$ cat src/rtl/shared_mac_unit.sv
// Resource-shared arithmetic responder.
// Altitude op : a*K1 + b*K2 (two multiply passes: MUL1 then MUL2)
// Battery op  : a*b + c     (one multiply-add pass in MUL1)
// One signed multiplier and one adder are time-shared between the ops.
// Requests and results each use a valid/ready handshake.
module shared_mac_unit #(
  parameter int                        DATA_W = 8,
  parameter logic signed [DATA_W-1:0]  ALT_K1 = 8'sd3,
  parameter logic signed [DATA_W-1:0]  ALT_K2 = 8'sd5
) (
  input  logic                  clk,
  input  logic                  reset,
  input  logic                  req_valid,
  output logic                  req_ready,
  input  logic                  req_op,
  input  logic [DATA_W-1:0]     a_in,
  input  logic [DATA_W-1:0]     b_in,
  input  logic [DATA_W-1:0]     c_in,
  output logic                  rsp_valid,
  input  logic                  rsp_ready,
  output logic [2*DATA_W-1:0]   rsp_result,
  output logic                  rsp_op,
  output logic                  busy,
  output logic [15:0]           ops_done
);

  localparam int RES_W = 2 * DATA_W;

  typedef enum logic [1:0] {
    IDLE = 2'd0,
    MUL1 = 2'd1,
    MUL2 = 2'd2,
    RESP = 2'd3
  } state_t;

  state_t              state_r;
  state_t              state_nxt_s;

  logic                op_r;
  logic [DATA_W-1:0]   a_r;
  logic [DATA_W-1:0]   b_r;
  logic [DATA_W-1:0]   c_r;
  logic [RES_W-1:0]    acc_r;

  logic [RES_W-1:0]    rsp_result_r;
  logic                rsp_op_r;
  logic                rsp_valid_r;
  logic [15:0]         ops_done_r;

  logic                accept_s;
  logic                load_rsp_s;
  logic                rsp_fire_s;
  logic [DATA_W-1:0]   mul_a_s;
  logic [DATA_W-1:0]   mul_b_s;
  logic [RES_W-1:0]    mul_a_ext_s;
  logic [RES_W-1:0]    mul_b_ext_s;
  logic [RES_W-1:0]    product_s;
  logic [RES_W-1:0]    addend_s;
  logic [RES_W-1:0]    sum_s;

  // A request is accepted only from IDLE; there is no queueing while busy.
  assign accept_s   = req_valid && (state_r == IDLE);
  assign rsp_fire_s = (state_r == RESP) && rsp_ready;
  // Result registers load on the edge that enters RESP from a compute state.
  assign load_rsp_s = (state_nxt_s == RESP) && (state_r != RESP);

  // Next-state logic: altitude needs a second multiply pass, battery does not.
  always_comb begin
    state_nxt_s = state_r;
    case (state_r)
      IDLE: begin
        if (accept_s) begin
          state_nxt_s = MUL1;
        end else begin
          state_nxt_s = IDLE;
        end
      end
      MUL1: begin
        if (op_r) begin
          state_nxt_s = RESP;
        end else begin
          state_nxt_s = MUL2;
        end
      end
      MUL2: begin
        state_nxt_s = RESP;
      end
      RESP: begin
        if (rsp_ready) begin
          state_nxt_s = IDLE;
        end else begin
          state_nxt_s = RESP;
        end
      end
      default: begin
        state_nxt_s = IDLE;
      end
    endcase
  end

  // Operand and addend muxes steering the single shared multiplier and adder.
  always_comb begin
    mul_a_s  = a_r;
    mul_b_s  = ALT_K1;
    addend_s = {RES_W{1'b0}};
    case (state_r)
      MUL1: begin
        if (op_r) begin
          mul_a_s  = a_r;
          mul_b_s  = b_r;
          addend_s = {{DATA_W{c_r[DATA_W-1]}}, c_r};
        end else begin
          mul_a_s  = a_r;
          mul_b_s  = ALT_K1;
          addend_s = {RES_W{1'b0}};
        end
      end
      MUL2: begin
        mul_a_s  = b_r;
        mul_b_s  = ALT_K2;
        addend_s = acc_r;
      end
      default: begin
        mul_a_s  = a_r;
        mul_b_s  = ALT_K1;
        addend_s = {RES_W{1'b0}};
      end
    endcase
  end

  // Sign-extend to full width so the low RES_W bits equal the signed product.
  assign mul_a_ext_s = {{DATA_W{mul_a_s[DATA_W-1]}}, mul_a_s};
  assign mul_b_ext_s = {{DATA_W{mul_b_s[DATA_W-1]}}, mul_b_s};
  assign product_s   = mul_a_ext_s * mul_b_ext_s;
  assign sum_s       = product_s + addend_s;

  // State register.
  always_ff @(posedge clk or negedge reset) begin
    if (!reset) begin
      state_r <= IDLE;
    end else begin
      state_r <= state_nxt_s;
    end
  end

  // Operand capture, accumulator, result registers and completion counter.
  always_ff @(posedge clk or negedge reset) begin
    if (!reset) begin
      op_r         <= 1'b0;
      a_r          <= {DATA_W{1'b0}};
      b_r          <= {DATA_W{1'b0}};
      c_r          <= {DATA_W{1'b0}};
      acc_r        <= {RES_W{1'b0}};
      rsp_result_r <= {RES_W{1'b0}};
      rsp_op_r     <= 1'b0;
      rsp_valid_r  <= 1'b0;
      ops_done_r   <= 16'd0;
    end else begin
      if (accept_s) begin
        op_r <= req_op;
        a_r  <= a_in;
        b_r  <= b_in;
        c_r  <= c_in;
      end
      if ((state_r == MUL1) || (state_r == MUL2)) begin
        acc_r <= sum_s;
      end
      if (load_rsp_s) begin
        rsp_result_r <= sum_s;
        rsp_op_r     <= op_r;
        rsp_valid_r  <= 1'b1;
      end else if (rsp_fire_s) begin
        rsp_valid_r <= 1'b0;
        ops_done_r  <= ops_done_r + 16'd1;
      end
    end
  end

  assign req_ready  = (state_r == IDLE);
  assign busy       = (state_r != IDLE);
  assign rsp_valid  = rsp_valid_r;
  assign rsp_result = rsp_result_r;
  assign rsp_op     = rsp_op_r;
  assign ops_done   = ops_done_r;

endmodule

$ cat config.mk
export PLATFORM = sky130hd
export DESIGN_NAME = shared_mac_unit
export DESIGN_NICKNAME = d
export VERILOG_FILES = /design/src/rtl/shared_mac_unit.sv
export SDC_FILE = /design/constraint.sdc
export NUM_CORES = 1
export LEC_CHECK = 0
export BUFFER_PORTS_ARGS = -buffer_cell sky130_fd_sc_hd__buf_2
export CAP_MARGIN = 20
export CELL_PAD_IN_SITES_DETAIL_PLACEMENT = 1
export CELL_PAD_IN_SITES_GLOBAL_PLACEMENT = 2
export CORE_MARGIN = 5
export CORE_UTILIZATION = 35
export DETAILED_ROUTE_END_ITERATION = 8
export HOLD_SLACK_MARGIN = 0.06
export PLACE_DENSITY = 0.73
export SLEW_MARGIN = 20
export SYNTH_ARGS = -nofsm -noshare
export SYNTH_HDL_FRONTEND = slang
export SYNTH_SLANG_ARGS = --single-unit
$ cat constraint.sdc
create_clock -name clk -period 6.3 [get_ports clk]
set_input_delay 0.315 -clock clk [delete_from_list [all_inputs] [get_ports clk]]
set_output_delay 0.315 -clock clk [all_outputs]
set_load 0.005 [all_outputs]
==> results of run 1 <==
-- layout make-up --
cell class	instances	area share [%]
clock inverter	5	0.8133
timing repair buffer	77	5.866
clock buffer	11	3.357
multi-input combinational	403	55.96
inverter	65	3.374
sequential	77	26.67
tap	229	3.963
-- flip-flops by register name, summed over array words and instances (netlist names) --
signal,cells
acc_r,16
ops_done,16
rsp_result,16
a_r,8
b_r,8
c_r,8
state_r,2
op_r,1
rsp_op,1
rsp_valid,1
-- through the flow --
| stage | cells | setup slack (ns) |
|---|---|---|
| after floorplan | 559 | 0.2104 |
| after global placement | 851 | 0.3978 |
| after detailed placement | 851 | 0.1599 |
| after CTS | 867 | 0.1211 |
| after global routing | 867 | 0.02624 |
| final | 867 | 0.3361 |
-- cell usage in the layout (no fill, tap or decap), types with 2 or more instances in the layout --
master,instances
a22o_1,5
mux2_2,56
mux2i_1,10
inv_1,65
buf_4,13
o21ai_1,2
ha_1,44
xnor2_1,29
nand4_1,7
nand3_2,2
xor2_1,6
clkbuf_16,9
nor2_1,47
and2_1,3
nor2b_1,3
a22oi_1,2
a21o_1,5
clkinvlp_4,2
or2_2,3
mux2_1,4
buf_2,63
and3_1,5
o21ai_0,5
fa_1,71
a21oi_1,8
and4_1,2
a21boi_0,8
nand3_1,8
dfrtp_1,76
nand2b_1,3
nand2_1,46
-- kinds of logic (layout without fill, tap and decap cells) --
group | Yosys count | after routing | share of synthesized area, %
AOI/OAI and AO/OA | 46 | 46 | 5.476
xor gates and xnor gates | 36 | 36 | 5.137
adders and majority gates | 115 | 115 | 31.38
and+or+nand+nor | 136 | 136 | 9.897
buffers and inverters | 79 | 158 | 5.097
DFF | 77 | 77 | 30.67
muxes | 70 | 70 | 12.35
-- final timing paths --
path,startpoint,end
max,state_r[0],acc_r[14]
min,reset,ops_done[9]
max reg2reg,state_r[0],acc_r[14]
min reg2reg,ops_done[15],ops_done[15]
max in group asynchronous,reset,state_r[1]
min in group clk,a_in[4],a_r[4]
-- critical path: stages, from the launching register on --
cell	delay [ns]
dfrtp_1	0.45
inv_1	0.14
ha_1	0.30
buf_4	0.31
mux2_2	0.42
nand3_1	0.12
fa_1	0.44
fa_1	0.50
inv_1	0.06
fa_1	0.50
fa_1	0.55
fa_1	0.49
ha_1	0.37
and3_1	0.22
a221oi_2	0.39
o21ai_1	0.15
xor2_1	0.18
mux2_2	0.27
-- routing by layer --
layer	wire length [um]	vias up	GRT usage [%]	share of wire, %
met5	0	-	0	0
met4	165	0	3.766	1.1
met3	353	11	3.009	2.3
met2	7901	48	27.98	52
met1	6757	2177	21.44	45
li1	-	1968	-	-
-- repair_timing --
action,CTS,global route
buffers inserted,0,0
setup endpoints to repair,0,8
gates resized for setup,0,3
==> impl_metrics.json, run 1 <==
{
  "worstHoldPathType": "in2async",
  "cts_hold_buf": 0,
  "cts_tree": "done",
  "clockBufferDepth": 2,
  "avgRoutedWirePerCell_um": 17.51,
  "yosys-top-cells-area": "dfrtp_1, fa_1, mux2_2, ha_1, xnor2_1",
  "multi_input_area_sq_mm": 0.004046,
  "synth-main-ff-cell": "dfrtp_1",
  "wl_um": 15180,
  "setup_viol": 0,
  "fill_cells": 1954,
  "ys_ff_latch": 77,
  "via_count": 4204,
  "yosysMostFrequentCell": "dfrtp_1",
  "h-tree-depth": 3,
  "ys_seq_area_share_pct": 30.67,
  "dpl.hpwl_um": 12650,
  "cp.required_ns": 6.53,
  "port_buffers": 64,
  "placed_area_sq_mm": 0.006917,
  "grt_start_max_net_pins": 78,
  "areaGrowthSynthToFinish_pct": 15.07,
  "critPathCaptureType": "flip-flop",
  "netlist.area_leader.share_pct": 30.67,
  "final_util_pct": 40.53,
  "synth_common_cells": "dfrtp_1, fa_1, inv_1, mux2_2",
  "row_count": 49,
  "die_h_um": 144.0,
  "fin_skew_ns": 0.004382,
  "final_hold_viol_count": 0,
  "dr.pass1.iters": 4,
  "synth.avg_cell_area_sq_um": 11.24,
  "finalInstanceArea_sq_mm": 0.007231,
  "period_minus_slack_ns": 5.964,
  "core-area_sq_mm": 0.01784,
  "antenna_left": 0,
  "regArea_sq_mm": 0.001928,
  "viasPerCell": 4.849,
  "clock_latency_ns": 0.34,
  "synth_edf_count": 0,
  "hold_slack_ns": 0.01461,
  "rsz0062_at_grt": "no",
  "yosysWarnings": 0,
  "slew_violations": 0,
  "grt_use_total_pct": 16.28,
  "synth_largest_area_cell": "dfrtp_1",
  "cap_violations": 0,
  "period_share_pct": 94.66,
  "syn_nets": 703,
  "crit_type": "reg2reg",
  "die_area_sq_mm": 0.02073,
  "synth.cell_area_sq_mm": 0.006284,
  "ys_types": 48,
  "async_flop_share_pct": 100.0,
  "finalNetCount": 777,
  "start_kind": "flip-flop",
  "worstPathMaxFanout": 17,
  "rrSetupSlack_ns": 0.34,
  "grt_pass1_vias": 4952,
  "reg2reg_depth": 17,
  "cts_sinks": 77,
  "tightest_slew_ns": 0.8876,
  "place.gp.congestion": 0.8352,
  "remaining_drc_errors": 0,
  "max_freq_mhz": 167.7,
  "grt_antenna_before_repair": 0,
  "setup_tns_ns": 0,
  "grt_pass1_wl_um": 26380,
  "initial_core_util_pct": 35.22,
  "fp.dieW_um": 144.0,
  "cts_made_buffers": 9,
  "status": "completed",
  "drt_iter0_drc": 84,
  "root_buffer": "clkbuf_16",
  "syn_inst": 559,
  "pin_count": 65,
  "slew_headroom_pct": 40.68,
  "diodes": 0,
  "path_clk_slew_ns": 0.06,
  "drive_gt1_share_pct": 25.86,
  "overflow": 0,
  "worstPathArrival_ns": 6.19
}
Power of run 1 is not shown: default switching activity piles up to over one toggle a cycle in this logic, so the estimate is an artifact.
==> run 2, diff against run 1 <==
--- a/config.mk
+++ b/config.mk
@@ -5,13 +5,14 @@
 export SDC_FILE = /design/constraint.sdc
 export NUM_CORES = 1
 export LEC_CHECK = 0
-export BUFFER_PORTS_ARGS = -buffer_cell sky130_fd_sc_hd__buf_2
+export ABC_AREA = 1
 export CAP_MARGIN = 20
 export CELL_PAD_IN_SITES_DETAIL_PLACEMENT = 1
 export CELL_PAD_IN_SITES_GLOBAL_PLACEMENT = 2
 export CORE_MARGIN = 5
 export CORE_UTILIZATION = 35
 export DETAILED_ROUTE_END_ITERATION = 8
+export DONT_BUFFER_PORTS = 1
 export HOLD_SLACK_MARGIN = 0.06
 export PLACE_DENSITY = 0.73
 export SLEW_MARGIN = 20
==> impl_metrics.json, run 2 <==
{
  "async_flop_share_pct": 100.0,
  "die_area_sq_mm": 0.02168,
  "slew_headroom_pct": 37.84,
  "drt_iter0_drc": 189,
  "pin_count": 65,
  "clock_latency_ns": 0.35,
  "period_share_pct": 94.31,
  "synth_largest_area_cell": "dfrtp_1",
  "synth-main-ff-cell": "dfrtp_1",
  "finalNetCount": 914,
  "grt_pass1_vias": 5438,
  "cts_setup_buffers": 0,
  "initial_core_util_pct": 35.36,
  "via_count": 4914,
  "cts_sinks": 77,
  "final_cell_mix": "nand2_1, inv_1, nor2_1, dfrtp_1, fa_1",
  "synth_common_cells": "nand2_1, inv_1, nor2_1, dfrtp_1, fa_1",
  "cp.required_ns": 6.54,
  "critPathCaptureType": "flip-flop",
  "core-area_sq_mm": 0.01864,
  "fp.dieW_um": 147.2,
  "grt_antenna_before_repair": 0,
  "layout_commonest_cell": "nand2_1",
  "diodes": 0,
  "setup_viol": 0,
  "dr.pass1.iters": 4,
  "worstPathArrival_ns": 6.18,
  "overflow": 0,
  "final_cells": 1009,
  "synth_edf_count": 0,
  "port_buffers": 0,
  "ys_types": 35,
  "fin_skew_ns": 0.006919,
  "final_util_pct": 38.38,
  "yosys-top-cells-area": "dfrtp_1, fa_1, nand2_1, ha_1, inv_1",
  "yosysWarnings": 0,
  "slew_violations": 0,
  "root_buffer": "clkbuf_16",
  "areaGrowthSynthToFinish_pct": 8.540,
  "grt_use_total_pct": 16.76,
  "fill_cells": 2232,
  "antenna_left": 0,
  "status": "completed",
  "cts_tree": "done",
  "final_hold_viol_count": 0,
  "worstPathMaxFanout": 20,
  "worstHoldPathType": "in2reg",
  "h-tree-depth": 3,
  "dpl.hpwl_um": 14410,
  "ys_ff_latch": 77,
  "viasPerCell": 4.870,
  "cts_made_buffers": 9,
  "grt_pass1_wl_um": 29180,
  "path_clk_slew_ns": 0.07,
  "place.gp.congestion": 0.8302,
  "yosysMostFrequentCell": "nand2_1",
  "avgRoutedWirePerCell_um": 17.28,
  "tightest_slew_ns": 0.9290,
  "start_kind": "flip-flop",
  "setup_tns_ns": 0,
  "ys_seq_area_share_pct": 29.23,
  "crit_type": "reg2reg",
  "syn_nets": 911,
  "netlist.area_leader.share_pct": 29.23,
  "row_count": 50,
  "drive_gt1_share_pct": 8.516,
  "synth.cell_area_sq_mm": 0.006593,
  "cap_violations": 0,
  "rsz0062_at_grt": "no",
  "max_freq_mhz": 168.3,
  "die_h_um": 147.2,
  "period_minus_slack_ns": 5.941,
  "synth.avg_cell_area_sq_um": 8.595,
  "wl_um": 17430,
  "clockBufferDepth": 2,
  "dp.cells": 991,
  "grt_start_max_net_pins": 78,
  "remaining_drc_errors": 0,
  "syn_inst": 767
}
run 2: changes by cell type after synthesis, sizes merged, moves of 6 or more:
cell    delta
mux2i     -10
buf        +6
nand3     +25
o21ai     +19
nand2    +151
inv       +60
xor2       +9
nor2      +36
mux2      -46
xnor2     -23
a21boi     -8
a21oi     +26
a21o       -6
run 2: worst max-delay path, stage by stage (launching register included):
cell and delay, ns:
dfrtp_1 0.43, inv_1 0.13, ha_2 0.43, nor2_1 0.13
a21oi_1 0.58, nand2_1 0.17, fa_1 0.56, inv_1 0.07
fa_1 0.50, inv_1 0.05, fa_1 0.48, inv_1 0.06
fa_1 0.44, fa_1 0.49, ha_1 0.38, a21oi_1 0.20
o21ai_0 0.15, nand2_1 0.10, nand4_1 0.11, or2_1 0.25
nand3_1 0.08, nand2_1 0.05
run 2: cells by family (layout without fill, tap and decap cells):
family          after synthesis  count (layout)  synth area share (%)
buf+inv                     142             150                 8.616
flops                        77              77                 29.23
simple gates                333             333                 21.67
fa+ha+maj                   115             115                 29.91
compound gates               64              64                 5.257
mux                          14              14                 2.391
xor+xnor                     22              22                 2.923
run 2: per-layer routing:
| metal | routed length (um) | vias up | share of wire [%] | GRT usage, % |
|---|---|---|---|---|
| met5 | 0 | - | 0 | 0 |
| li1 | - | 2363 | - | - |
| met3 | 581 | 11 | 3.3 | 3.054 |
| met4 | 140 | 0 | 0.80 | 3.075 |
| met2 | 8654 | 59 | 50 | 28.29 |
| met1 | 8056 | 2481 | 46 | 22.83 |
run 2: through the flow:
| step | setup slack, ns | hold WS, ns | cell area (sq um) |
|---|---|---|---|
| 5_1_grt | 0.03341 | 0.1005 | 7156 |
| 4_1_cts | 0.1127 | 0.09910 | 7153 |
| 3_3_place_gp | 0.1747 | 0.02143 | 6839 |
| 6_report | 0.3588 | 0.1151 | 7156 |
| 3_5_place_dp | 0.1255 | 0.02168 | 6839 |
| 2_1_floorplan | 0.6105 | 0.01941 | 6593 |
run 2: area by class of cell:
class	count	area (sq um)	share of cell area (%)
sequential	77	1927	26.93
clock inverter	6	47.55	0.6645
timing repair buffer	9	90.09	1.259
clock buffer	10	229.0	3.200
multi-input combinational	548	4100	57.30
inverter	125	469.2	6.557
tap	234	292.8	4.092
run 2: repair_timing:
item,CTS,global route
setup endpoints to repair,0,13
hold buffers,2,0
gates resized for setup,0,1
hold endpoints to repair,77,0
run 2: final timing paths:
path / to / depth (start not counted) / slack (ns) / start
max: acc_r[14] / 21 / 0.36 / state_r[0]
min: c_r[5] / 1 / 0.12 / c_in[5]
max reg2reg: acc_r[14] / 21 / 0.36 / state_r[0]
min reg2reg: acc_r[9] / 2 / 0.48 / acc_r[9]
max in group asynchronous: acc_r[8] / 2 / 5.45 / reset
min in group asynchronous: ops_done[7] / 2 / 0.53 / reset
Power of run 2 is left out for the same reason.
==> run 3, diff against run 2 <==
--- a/config.mk
+++ b/config.mk
@@ -15,7 +15,8 @@
 export DONT_BUFFER_PORTS = 1
 export HOLD_SLACK_MARGIN = 0.06
 export PLACE_DENSITY = 0.73
-export SLEW_MARGIN = 20
+export REMOVE_ABC_BUFFERS = 1
+export SLEW_MARGIN = 30
 export SYNTH_ARGS = -nofsm -noshare
 export SYNTH_HDL_FRONTEND = slang
 export SYNTH_SLANG_ARGS = --single-unit
==> impl_metrics.json, run 3 (synthesis gave the netlist of run 2 again) <==
{
  "remaining_drc_errors": 0,
  "startpoint": "state_r[0]",
  "crit_path_max_incr_delay_ns": 0.54,
  "regToRegStartpoint": "state_r[0]",
  "fp.dieW_um": 147.2,
  "regArea_sq_mm": 0.001927,
  "worstHoldPathType": "in2reg",
  "areaGrowthSynthToFinish_pct": 9.376,
  "period_share_pct": 94.57,
  "crit_type": "reg2reg",
  "grt_pass1_vias": 5743,
  "setup_viol": 0,
  "rsz0062_at_grt": "no",
  "tightest_slew_ns": 0.8716,
  "cp.depth": 21,
  "fill_cells": 2223,
  "crit_end": "rsp_result[12]",
  "dr.max_layer_used": "met4",
  "initial_core_util_pct": 35.36,
  "path_clk_slew_ns": 0.07,
  "slew_violations": 0,
  "m1WireLength_um": 8270,
  "worstPathArrival_ns": 6.25,
  "layout_commonest_cell": "nand2_1",
  "grt_antenna_before_repair": 0,
  "rrSetupSlack_ns": 0.34,
  "wl_um": 17350,
  "pin_count": 65,
  "period_minus_slack_ns": 5.958,
  "core-area_sq_mm": 0.01864,
  "dr_wl_met2_um": 8244,
  "cp.required_ns": 6.59,
  "hold_slack_ns": 0.1158,
  "h-tree-depth": 3,
  "reg2reg_depth": 21,
  "avgRoutedWirePerCell_um": 17.15,
  "die_h_um": 147.2,
  "drt_iter0_drc": 126,
  "slew_headroom_pct": 41.68,
  "die_area_sq_mm": 0.02168,
  "root_buffer": "clkbuf_16",
  "start_kind": "flip-flop",
  "status": "completed",
  "clockBufferDepth": 2,
  "cp_slowest_cell": "fa_1",
  "via_count": 4872,
  "setup_tns_ns": 0,
  "crit_family": "adder cells",
  "overflow": 0,
  "place.gp.congestion": 0.8866,
  "row_count": 50,
  "grt_start_max_net_pins": 78,
  "clock_latency_ns": 0.35,
  "max_freq_mhz": 167.8,
  "viasPerCell": 4.814,
  "worstPathMaxFanout": 15,
  "path_cells": "inv_1 -> ha_2 -> buf_4 -> inv_2 -> o21ai_0 -> inv_1 -> nand2_1 -> fa_1 -> inv_1 -> fa_1 -> fa_1 -> fa_1 -> fa_1 -> ha_1 -> a21oi_1 -> nand2_1 -> nand2_1 -> o2111ai_1 -> xor2_1 -> nand2_1 -> nand2_1",
  "cts_tree": "done",
  "grt_pass1_wl_um": 30100,
  "cap_violations": 0,
  "cts_setup_buffers": 0,
  "cts_sinks": 77,
  "drive_gt1_share_pct": 9.126,
  "path_buf_inv": 5,
  "multi_input_area_sq_mm": 0.004104,
  "diodes": 0,
  "final_cell_mix": "nand2_1, inv_1, nor2_1, dfrtp_1, fa_1",
  "cts_made_buffers": 9,
  "port_buffers": 0,
  "grt_use_total_pct": 17.36,
  "antenna_left": 0,
  "final_hold_viol_count": 0,
  "dpl.hpwl_um": 14130,
  "reg2reg_to": "rsp_result[12]",
  "finalNetCount": 917,
  "dr.pass1.iters": 6,
  "fin_skew_ns": 0.01282,
  "met3_length_um": 659,
  "critPathCaptureType": "flip-flop",
  "hold-path-cell-count": 1
}
==> run 3: cell count changes in the layout (fill, tap and decap cells not counted), sizes merged <==
cell and change:
inv +2, bufinv +1, buf +3, clkinvlp -1
clkbuf -1, clkinv -1
==> run 3: area by class of cell <==
| class | instances | share of cell area [%] |
|---|---|---|
| clock buffer | 9 | 3.123 |
| clock inverter | 7 | 1.111 |
| inverter | 125 | 6.507 |
| multi-input combinational | 548 | 56.91 |
| sequential | 77 | 26.72 |
| tap | 234 | 4.060 |
| timing repair buffer | 12 | 1.562 |
==> run 3: repair_timing <==
action / 4_1_cts / 5_1_grt
resized for setup: 0 / 2
endpoints found under the hold margin: 77 / 0
endpoints found under the setup margin: 0 / 12
hold buffers: 2 / 0
==> run 3: worst min path at each step <==
stage | start | slack [ns] | end
after detailed placement | reset | 0.02 | b_r[0]
after floorplan | reset | 0.02 | a_r[0]
final | c_in[1] | 0.12 | c_r[1]
after global placement | reset | 0.02 | b_r[0]
after CTS | b_in[0] | 0.10 | b_r[0]
after global routing | b_in[0] | 0.1 | b_r[0]
==> run 3: per-stage QoR <==
| step | instances | utilization (%) | worst slack [ns] | instance area [sq um] |
|---|---|---|---|---|
| after floorplan | 750 | - | 0.4209 | 6494 |
| after global placement | 994 | 36.81 | 0.1609 | 6862 |
| after detailed placement | 994 | 36.81 | 0.1254 | 6862 |
| after CTS | 1012 | 38.64 | 0.09391 | 7204 |
| after global routing | 1012 | 38.68 | 0.002705 | 7211 |
| final | 1012 | 38.68 | 0.3418 | 7211 |
==> run 3: routing by layer <==
layer / up-vias / track usage (%)
li1: 2363 / -
met1: 2426 / 23.19
met2: 69 / 29.24
met3: 14 / 3.794
met4: 0 / 3.495
met5: - / 0
Power of run 3 is left out for the same reason.
